==> config.mk <==
export PLATFORM = sky130hd
export DESIGN_NAME = mem_arbiter
export DESIGN_NICKNAME = d
export VERILOG_FILES = /design/src/rtl/mem_arbiter.sv
export SDC_FILE = /design/constraint.sdc
export NUM_CORES = 1
export LEC_CHECK = 0
export CORE_AREA = 4 4 100 102
export CTS_CLUSTER_DIAMETER = 150
export DETAILED_ROUTE_END_ITERATION = 10
export DIE_AREA = 0 0 104 106
export HOLD_SLACK_MARGIN = 0.1
export PLACE_DENSITY = 0.78
export SKIP_LAST_GASP = 1
export SYNTH_ARGS = -nofsm -noshare
export SYNTH_HDL_FRONTEND = slang
export SYNTH_SLANG_ARGS = --single-unit
==> constraint.sdc <==
create_clock -name CLK -period 1.5 [get_ports CLK]
set_input_delay 0.15 -clock CLK [delete_from_list [all_inputs] [get_ports CLK]]
set_output_delay 0.15 -clock CLK [all_outputs]
set_load 0.02 [all_outputs]
==> src/rtl/mem_arbiter.sv <==
// Arbitrates a single-ported RAM between instruction fetch and data memory.
// Data has priority; a starvation counter forces a fetch grant after STARVE_LIMIT data wins.
module mem_arbiter #(
  parameter int ADDR_W       = 32,
  parameter int DATA_W       = 32,
  parameter int STARVE_LIMIT = 4
) (
  input  logic              CLK,
  input  logic              RST,
  input  logic              iREN,
  input  logic [ADDR_W-1:0] iaddr,
  output logic              ihit,
  output logic [DATA_W-1:0] iload,
  input  logic              dREN,
  input  logic              dWEN,
  input  logic [ADDR_W-1:0] daddr,
  input  logic [DATA_W-1:0] dstore,
  output logic              dhit,
  output logic [DATA_W-1:0] dload,
  output logic              ramREN,
  output logic              ramWEN,
  output logic [ADDR_W-1:0] ramaddr,
  output logic [DATA_W-1:0] ramstore,
  input  logic [DATA_W-1:0] ramload,
  input  logic              ram_ready
);

  localparam int CNT_W = (STARVE_LIMIT < 1) ? 1 : $clog2(STARVE_LIMIT + 1);
  localparam logic [CNT_W-1:0] LIMIT = CNT_W'(STARVE_LIMIT);

  typedef enum logic [1:0] {IDLE, IACC, DACC} state_t;

  state_t           r_state;
  state_t           w_state_next;
  logic [CNT_W-1:0] r_starve_cnt;
  logic [CNT_W-1:0] w_starve_next;
  logic             w_dreq;

  assign w_dreq = dREN | dWEN;

  always_ff @(posedge CLK) begin
    if (RST) begin
      r_state      <= IDLE;
      r_starve_cnt <= '0;
    end else begin
      r_state      <= w_state_next;
      r_starve_cnt <= w_starve_next;
    end
  end

  always_comb begin
    w_state_next  = r_state;
    w_starve_next = r_starve_cnt;
    case (r_state)
      IDLE: begin
        if (w_dreq && iREN) begin
          // Counter sits at LIMIT when LIMIT is 0, so this never forces fetch then.
          if ((STARVE_LIMIT != 0) && (r_starve_cnt == LIMIT)) begin
            w_state_next  = IACC;
            w_starve_next = '0;
          end else begin
            w_state_next = DACC;
            if (r_starve_cnt != LIMIT) w_starve_next = r_starve_cnt + CNT_W'(1);
          end
        end else if (w_dreq) begin
          w_state_next  = DACC;
          w_starve_next = '0;
        end else if (iREN) begin
          w_state_next  = IACC;
          w_starve_next = '0;
        end
      end
      IACC: if (!iREN || ram_ready) w_state_next = IDLE;
      DACC: if (!w_dreq || ram_ready) w_state_next = IDLE;
      default: w_state_next = IDLE;
    endcase
  end

  always_comb begin
    ramREN   = 1'b0;
    ramWEN   = 1'b0;
    ramaddr  = '0;
    ramstore = '0;
    ihit     = 1'b0;
    iload    = '0;
    dhit     = 1'b0;
    dload    = '0;
    case (r_state)
      IACC: begin
        ramREN  = 1'b1;
        ramaddr = iaddr;
        ihit    = ram_ready & iREN;
        if (ram_ready && iREN) iload = ramload;
      end
      DACC: begin
        ramaddr  = daddr;
        ramstore = dstore;
        dhit     = ram_ready & w_dreq;
        // A write wins when both dREN and dWEN are high; writes return no load data.
        if (dWEN) begin
          ramWEN = 1'b1;
        end else begin
          ramREN = 1'b1;
          if (ram_ready && dREN) dload = ramload;
        end
      end
      default: ;
    endcase
  end

endmodule

Word-level counts from Yosys, hierarchy flattened
Cells that the tools add are included.
- flip-flop bits (word level): 5
- input port bits: 134
- word-level logic and storage cells: 50
- bitwise operators: 3
- reduce and logical (&&, ||, !) cells: 11
- add/sub/neg operators: 1
- multiplexer cells: 25
- equality and inequality tests: 8
- operators with widths (cell ; number):
    32-bit two-way mux ; 6
    32-bit case mux with 2 select lines ; 1
    3-bit two-way mux ; 5
    2-bit two-way mux ; 6
    2-bit case mux with 3 select lines ; 1
    3-bit AND reduction ; 2
    1-bit two-way mux ; 5
    2-bit inequality test (second input constant) ; 2
    4-bit inequality test (second input constant) ; 1
    3-bit by 1-bit adder with 3-bit output (second input constant) ; 1
    3-bit == test (second input constant) ; 1
    1-bit logical AND ; 3
    3-bit by 1-bit inequality test with 1-bit output (second input constant) ; 1
    3-bit inequality test (second input constant) ; 1
    3-bit nonzero test ; 1
    1-bit AND ; 2
    2-bit by 1-bit == test with 1-bit output (second input constant) ; 1
    2-bit == test (second input constant) ; 1
    1-bit logical NOT ; 2
    2-bit logical NOT ; 1
    1-bit logical OR ; 2
    1-bit case mux with 2 select lines ; 1
    1-bit bitwise OR ; 1

Longest topological paths before layout
Gate-level depths: netlist of run 1.
- depth after elaboration: 5
- mapped depth: 6
- mapped depth without buffers: 5

Least setup slack after synthesis of run 1
OpenSTA, ideal clock, no wires.
- path type: register -> output
- start point: register r_state[0]
- end point: output port ramaddr[28]
- cell stages (with the launch flop): 7
- path slack: -0.002 ns
- arrival time: 1.352 ns
- data required time: 1.350 ns
- path buffers: 2
- path through: dfxtp_1 inv_1 ha_1 buf_2 buf_2 a22oi_1 nor2b_1
- cells in the longest elaborated chain, start to end: 2
- elaborated cells between the ends (all ways): 3
- those cells by class: eq/ne: 2; mux: 1
- ends and longest elaborated chain (what ; RTL line ; source):
    from (decl) ; 33 ; state_t r_state;
    from (signal assigned) ; 46 ; r_state <= w_state_next;
    2-bit == test or 2-bit by 1-bit == test with 1-bit output (tied branches) ; 88 ; case (r_state)
    32-bit case mux with 2 select lines (*) ; 88 ;
    to (decl) ; 22 ; output logic [ADDR_W-1:0] ramaddr,
Mark *: on every way between the ends. The rest lies on a longest branch, timed or not.

Final worst setup path of run 1
- start point: register r_state[1]
- end point: output port dload[14]
- cells in the longest elaborated chain, start to end: 2
- ends and longest elaborated chain (what ; RTL line ; source):
    2-bit == test ; 88 ;
    32-bit two-way mux ; 88 ;
    to (decl) ; 19 ; output logic [DATA_W-1:0] dload,
No other way between the ends.

==> results of run 1 <==
[state kept, by name, indices dropped and copies added, names as in the netlist]
signal	count
r_state	2
r_starve_cnt	3
[layout make-up]
type                            instances  area [um^2]  share of cell area
Timing Repair Buffer                  304         3360               0.608
Multi-Input combinational cell        195         1850               0.336
Tap cell                              111          139              0.0252
Sequential cell                         5          105              0.0190
Clock buffer                            4         45.0             0.00816
Inverter                                4         20.0             0.00363
[logic make-up (layout without fill, tap and decap cells)]
group | after synthesis | after routing
compound gates | 47 | 47
fa+ha+maj | 5 | 5
buf+inv | 24 | 312
flops | 5 | 5
simple gates | 143 | 143
[worst max-delay path, delay by kind of cell (launching register included)]
kind	cells	cell delay, ns
adder cells (fa/ha/maj)	1	0.17
buffers and inverters	3	0.41
flip-flops	1	0.37
AND/OR/NAND/NOR	3	0.42
[power by group through the flow]
stage	sequential [W]	clock (W)	combinational (W)
after floorplan	0.000150	0	0.000539
after global routing	0.000157	0.000254	0.00199
after global placement	0.000150	0	0.00130
after detailed placement	0.000151	0	0.00133
after CTS	0.000153	0.000249	0.00177
final	0.000155	0.000241	0.00190
[per-stage QoR]
step,total power (W),instances,TNS [ns]
after floorplan,0.000688,224,0
after global placement,0.00145,596,-54.56
after detailed placement,0.00148,596,-57.20
after CTS,0.00217,617,-20.91
after global routing,0.00240,623,-26.03
final,0.00229,623,-19.42
[worst paths after layout]
kind	from	endpoint	slack, ns	cells past startpoint
setup / recovery	r_state[1]	dload[14]	-0.24	7
hold / removal	r_starve_cnt[2]	r_starve_cnt[2]	0.53	1
setup reg to reg	r_state[1]	r_state[0]	-0.20	6
hold reg to reg	r_starve_cnt[2]	r_starve_cnt[2]	0.53	1
[synth_stat cells (all sizes together)]
cell type,count
clkbuf,16
and3b,1
and3,1
nor2b,32
ha,5
and2b,2
o31ai,1
or2,1
a311o,1
a22oi,34
o32ai,2
a211oi,2
or2b,1
inv,4
nand2,1
nor3b,1
o21a,1
buf,4
dfxtp,5
nor4b,1
nor2,5
a211o,1
a21oi,2
o211a,1
and2,97
a31oi,2
[timing repair]
item / CTS / global route
resized for setup: 752 / 118
setup endpoints to repair: 134 / 134
gates cloned: 9 / 10
pin swaps: 8 / 32
hold buffers: 0 / 0
buffers inserted: 8 / 3
[metal layers]
metal / vias to the layer above / GRT usage / routed length, um
li1: 1335 / - / -
met1: 1338 / 0.222 / 4900
met2: 149 / 0.374 / 6650
met3: 16 / 0.0425 / 809
met4: 0 / 0.0228 / 146
met5: - / 0 / 0
==> summary.md, run 1 <==
| Metric | Value |
|---|---|
| Tmin final | `around 1.7 ns` |
| ANT cells | `0` |
| Inserted Clock Buffers | `3` |
| Core Rows | `35` |
| Static Leak | `roughly 2.3 nW` |
| CTS clk-pin slew, worst paths | `0.03 ns` |
| Starting DRC count in detailed routing | `80` |
| Synthesized Nets | `363` |
| Clock power share | `0.105` |
| Core area | `roughly 9000 um^2` |
| Antenna violations before repair | `1` |
| Total GRT Usage | `0.193` |
| Remaining DRCs | `0` |
| Gate Count Post-Synth | `between 200 and 250` |
| Synth top area share | `0.395` |
| DR WL/cell | `approximately 20 um` |
| Clock root buffer | `clkbuf_8` |
| Final worst slack | `-0.238 ns` |
| Final core utilization | `0.606` |
| Post-route ant nets | `0` |
| First-pass GRT wire length | `roughly 17000 um` |
| Post-synthesis compound-gate area fraction | `0.233` |
| Crit path kind | `register to output port` |
| Final WL | `between 10000 and 15000 um` |
| Comb power frac | `0.827` |
| Sequential Power Share | `0.068` |
| Pwr/cell area | `between 400 and 500 nW/um^2` |
| Max cap viols | `0` |
| Vias post-DR | `2838` |
| Least-Margin Pin Slew | `0.631 ns` |
| Area Overhead vs Synth | `263%` |
| Xor and xnor area share after synthesis | `0` |
| Main combinational cell family by area after synthesis | `simple AND/OR/NAND/NOR gates` |
| Post-synthesis mux area share | `0` |
| CTS tree | `done` |
| Placed Area | `4410 um^2` |
| Layout fillers | `about 750` |
| CTS Buffer Depth | `2` |
| Starting Density | `0.167` |
| Critical path's slowest cell | `dfxtp_4` |
| Worst path max stage delay | `0.37 ns` |
| Peak supply drop | `between 300 and 400 uV` |
| Most frequent cells in the layout | `clkdlybuf4s50_1, buf_6, and2_4` |
| GR Overflow Total | `0` |
| CP Launch Type | `register` |
| Avg Synthesized Cell Area | `roughly 6.8 um^2` |
| Placer congestion estimate | `0.809` |
| Final setup viols | `about 130` |
| Fin. Hold Viols | `0` |
| Synth warn | `0` |
| Synth area leader | `and2_1` |
| Status | `finished with violations` |
| Post-layout nets | `~650` |
| I/O pin cnt | `266` |
| Die X | `approximately 100 um` |
| Adder-Cell Fraction of Synth Area | `0.0412` |
| Share of cells above drive strength 1 | `0.596` |
| Ordered cell list for the critical path | `ha_4 -> nand2_4 -> nor3b_4 -> buf_6 -> clkbuf_16 -> and2_4 -> buf_6` |
| Seq cells post-synth | `5` |
| Most common cell on crit path | `buf_6` |
| Worst-path fanout max | `8` |
| Cell Int Power | `approximately 0.0014 W` |
| # clock sinks | `5` |
| Ranking of synthesized cells by area | `and2_1, a22oi_1, nor2b_1` |
| CP Data Arrival Time | `approximately 1.6 ns` |
| Input/output buffers | `between 200 and 300` |
| Type of the most critical hold path | `register to register` |
| RSZ-0062 raised after global routing | `true` |
| Psw | `between 0.0008 and 0.0009 W` |
| Latest clock arrival within the worst-skew pair | `about 0.22 ns` |
| Worst hold margin | `0.529 ns` |
| Tcrit/Tclk final | `1.16` |
| Die area | `11000 um^2` |
| Post-DP HPWL | `around 8500 um` |
| Violated checks | `negative setup slack` |
| Most common cell after layout, fill and taps aside | `clkdlybuf4s50_1` |
| Count of cell types in the netlist | `29` |
| Via density per instance | `approximately 4.6` |
| Vias in the first global route | `approximately 2.9k` |
| Largest net degree at the start of global routing | `35` |
| Fin area | `5520 um^2` |
| Critical Path RT | `between 1 and 1.5 ns` |
| Switching Share | `0.370` |
| Post-Synth Simple-Gate Area | `0.591` |
| Rel. slew slack | `0.573` |
| Die Ht | `approximately 110 um` |
| Crit end category | `output port` |
| Clk_skew | `0.000260 ns` |
| Final slew viol count | `0` |
| F_max | `roughly 0.58 GHz` |
| DP Worst Slack | `-0.579 ns` |
| Htree depth | `1` |
| Mapped Area | `1520 um^2` |
| DR pass1 iterations | `6` |
| Register area share after synthesis | `0.0658` |
Power figures use the tool's default switching activity.
==> run 2: changes to the inputs <==
PLACE_DENSITY = 0.76   (was 0.78)
clock period = 2 ns   (was 1.5 ns; I/O delays follow)
==> run 2 against run 1 <==
The run now ends clean. Final area decreased by 24%. Clock skew is 0.0017 ns higher. Register-to-register slack improved by 0.70 ns. Non-clock buffer count decreased by 24. Sequential cell count unchanged. Final cell count down 3.9%. Power down 47%. First-iteration DRC count fell by 2.5%. Combinational power decreased by 51%. Critical path depth is the same. Clock-buffer cell count stayed put. Wire length shrank 21%.
==> summary.md, run 2 (synthesis results as in run 1) <==
| Metric | Value |
|---|---|
| DR WL/cell | `16.4 um (was 20.1 um)` |
| Die Ht | `106 um (unchanged)` |
| CP delay by family, top | `buffers and inverters (was simple AND/OR/NAND/NOR gates)` |
| RSZ-0062 raised after global routing | `true (unchanged)` |
| First-pass GRT wire length | `14200 um (was 17100 um)` |
| CTS clk-pin slew, worst paths | `0.03 ns (about the same)` |
| Die area | `11000 um^2 (unchanged)` |
| CP Buf/Inv Count | `4 (was 3)` |
| Final slew viol count | `0 (unchanged)` |
| Layout fillers | `943 (was 746)` |
| Most frequent cells in the layout | `clkdlybuf4s50_1, and2_1, dlygate4sd2_1 (was clkdlybuf4s50_1, buf_6, and2_4)` |
| Most common cell after layout, fill and taps aside | `clkdlybuf4s50_1 (unchanged)` |
| Biggest register | `r_starve_cnt (unchanged)` |
| Starting DRC count in detailed routing | `78 (was 80)` |
| Fin area | `4200 um^2 (was 5520 um^2)` |
| Worst hold margin | `0.533 ns (was 0.529 ns)` |
| Clock root buffer | `clkbuf_8 (unchanged)` |
| Peak supply drop | `334 uV (was 328 uV)` |
| Fin. Hold Viols | `0 (unchanged)` |
| Final setup viols | `0 (was 133)` |
| Largest net degree at the start of global routing | `34 (was 35)` |
| Area Overhead vs Synth | `176% (was 263%)` |
| Levels on crit path | `7 (unchanged)` |
| Placed Area | `4360 um^2 (was 4410 um^2)` |
| Remaining DRCs | `0 (unchanged)` |
| Tmin final | `slightly below 2 ns` |
| DR pass1 iterations | `4 (was 6)` |
| Die X | `104 um (unchanged)` |
| Least-Margin Pin Slew | `0.528 ns (was 0.631 ns)` |
| Worst hold path cell count | `1 (unchanged)` |
| Placer congestion estimate | `0.834 (was 0.809)` |
| CP Launch Type | `register (unchanged)` |
| Type of the most critical hold path | `register to register (unchanged)` |
| Status | `completed (was finished with violations)` |
| Core area | `9110 um^2 (unchanged)` |
| Clk_skew | `0.00196 ns (was 0.000260 ns)` |
| Ordered cell list for the critical path | `inv_1 -> ha_4 -> buf_4 -> buf_12 -> and2b_2 -> o21a_1 -> dlygate4sd2_1 (was ha_4 -> nand2_4 -> nor3b_4 -> buf_6 -> clkbuf_16 -> and2_4 -> buf_6)` |
| F_max | `0.508 GHz` |
| GR Overflow Total | `0 (unchanged)` |
| Vias in the first global route | `2541 (was 2939)` |
| Input/output buffers | `265 (unchanged)` |
| Post-layout nets | `628 (was 652)` |
| Core Rows | `35 (unchanged)` |
| ANT cells | `0 (unchanged)` |
| Max cap viols | `0 (unchanged)` |
| I/O pin cnt | `266 (unchanged)` |
| Inserted Clock Buffers | `3 (unchanged)` |
| Pwr/cell area | `292 nW/um^2 (was 415 nW/um^2)` |
| R2R depth | `5 (was 6)` |
| Top Registers | `r_starve_cnt: 3 flops, r_state: 2 flops (unchanged)` |
| Critical path's slowest cell | `dfxtp_1 (was dfxtp_4)` |
| # clock sinks | `5 (unchanged)` |
| Total GRT Usage | `0.159 (was 0.193)` |
| Static Leak | `2.11 nW (was 2.32 nW)` |
| Post-DP HPWL | `8060 um (was 8470 um)` |
| Crit end category | `output port (unchanged)` |
| Final WL | `9840 um (was 12500 um)` |
| Starting Density | `0.167 (unchanged)` |
| Post-route ant nets | `0 (unchanged)` |
| Vias post-DR | `2598 (was 2838)` |
| Crit path kind | `register to output port (unchanged)` |
| Max FFs per register | `3 (unchanged)` |
| Rel. slew slack | `0.645 (was 0.573)` |
| CTS Buffer Depth | `2 (unchanged)` |
| Worst-path fanout max | `33 (was 8)` |
| Worst path max stage delay | `0.32 ns (was 0.37 ns)` |
| CP Data Arrival Time | `1.77 ns (was 1.59 ns)` |
| Share of cells above drive strength 1 | `0.119 (was 0.596)` |
| Htree depth | `1 (unchanged)` |
| Tcrit/Tclk final | `0.985` |
| Antenna violations before repair | `0 (was 1)` |
| Critical Path RT | `1.80 ns (was 1.35 ns)` |
| Tot Pwr | `0.00123 W (was 0.00229 W)` |
| CTS tree | `done (unchanged)` |
| Via density per instance | `4.34 (was 4.56)` |
| Latest clock arrival within the worst-skew pair | `0.22 ns (about the same)` |
run 2: changes by cell type in the layout (fill, tap and decap cells not counted), sizes merged:
cell	delta
dlygate4sd2	+90
clkbuf	+22
clkdlybuf4s50	+2
buf	-128
bufbuf	+1
clkdlybuf4s15	-11
run 2: cell type report:
type                    instances  area [um^2]  area share
repair buffers                280         2560       0.611
multi-input cells             195         1330       0.318
well taps                     111          139      0.0331
flip-flops and latches          5          100      0.0239
clock buffers                   4         45.0      0.0107
inverters                       4         15.0     0.00358
run 2: power by group:
group	internal (W)	switching, W	total, W
Sequential	0.000107	0.00000599	0.000113
Combinational	0.000516	0.000413	0.000929
Clock	0.000137	0.0000474	0.000184
run 2: worst reg2reg max path, delay by kind of cell, from the launching register on:
family / cells / cell delay (ns)
AO/OA/AOI/OAI: 2 / 0.49
flip-flops: 1 / 0.37
adder cells (fa/ha/maj): 1 / 0.24
AND/OR/NAND/NOR: 1 / 0.21
buffers and inverters: 1 / 0.10
run 2: worst paths after layout:
path / start / to / slack [ns]
worst min register to register: r_starve_cnt[2] / r_starve_cnt[2] / 0.53
worst max register to register: r_state[1] / r_state[0] / 0.50
worst min-delay path: r_starve_cnt[2] / r_starve_cnt[2] / 0.53
worst max-delay path: r_state[0] / ramREN / 0.03
run 2: per-stage QoR:
stage	TNS, ns	util	std cells	setup WS [ns]
after global placement	-4.06	0.478	591	-0.121
after floorplan	0	-	224	0.448
after detailed placement	-5.50	0.478	591	-0.185
final	0	0.461	599	0.0304
after CTS	-2.27	0.470	596	-0.227
after global routing	-0.696	0.461	599	-0.0380
run 2: layer usage:
metal,GRT usage,wire [um]
met1,0.171,3720
met2,0.314,5310
met3,0.0425,707
met4,0.0218,111
met5,0,0
run 2: repair_timing:
item / CTS / global route
gates resized for setup: 141 / 75
pin swaps: 0 / 2
endpoints found under the setup margin: 131 / 41
hold buffers: 0 / 0
gates cloned: 1 / 1
buffers inserted: 0 / 2
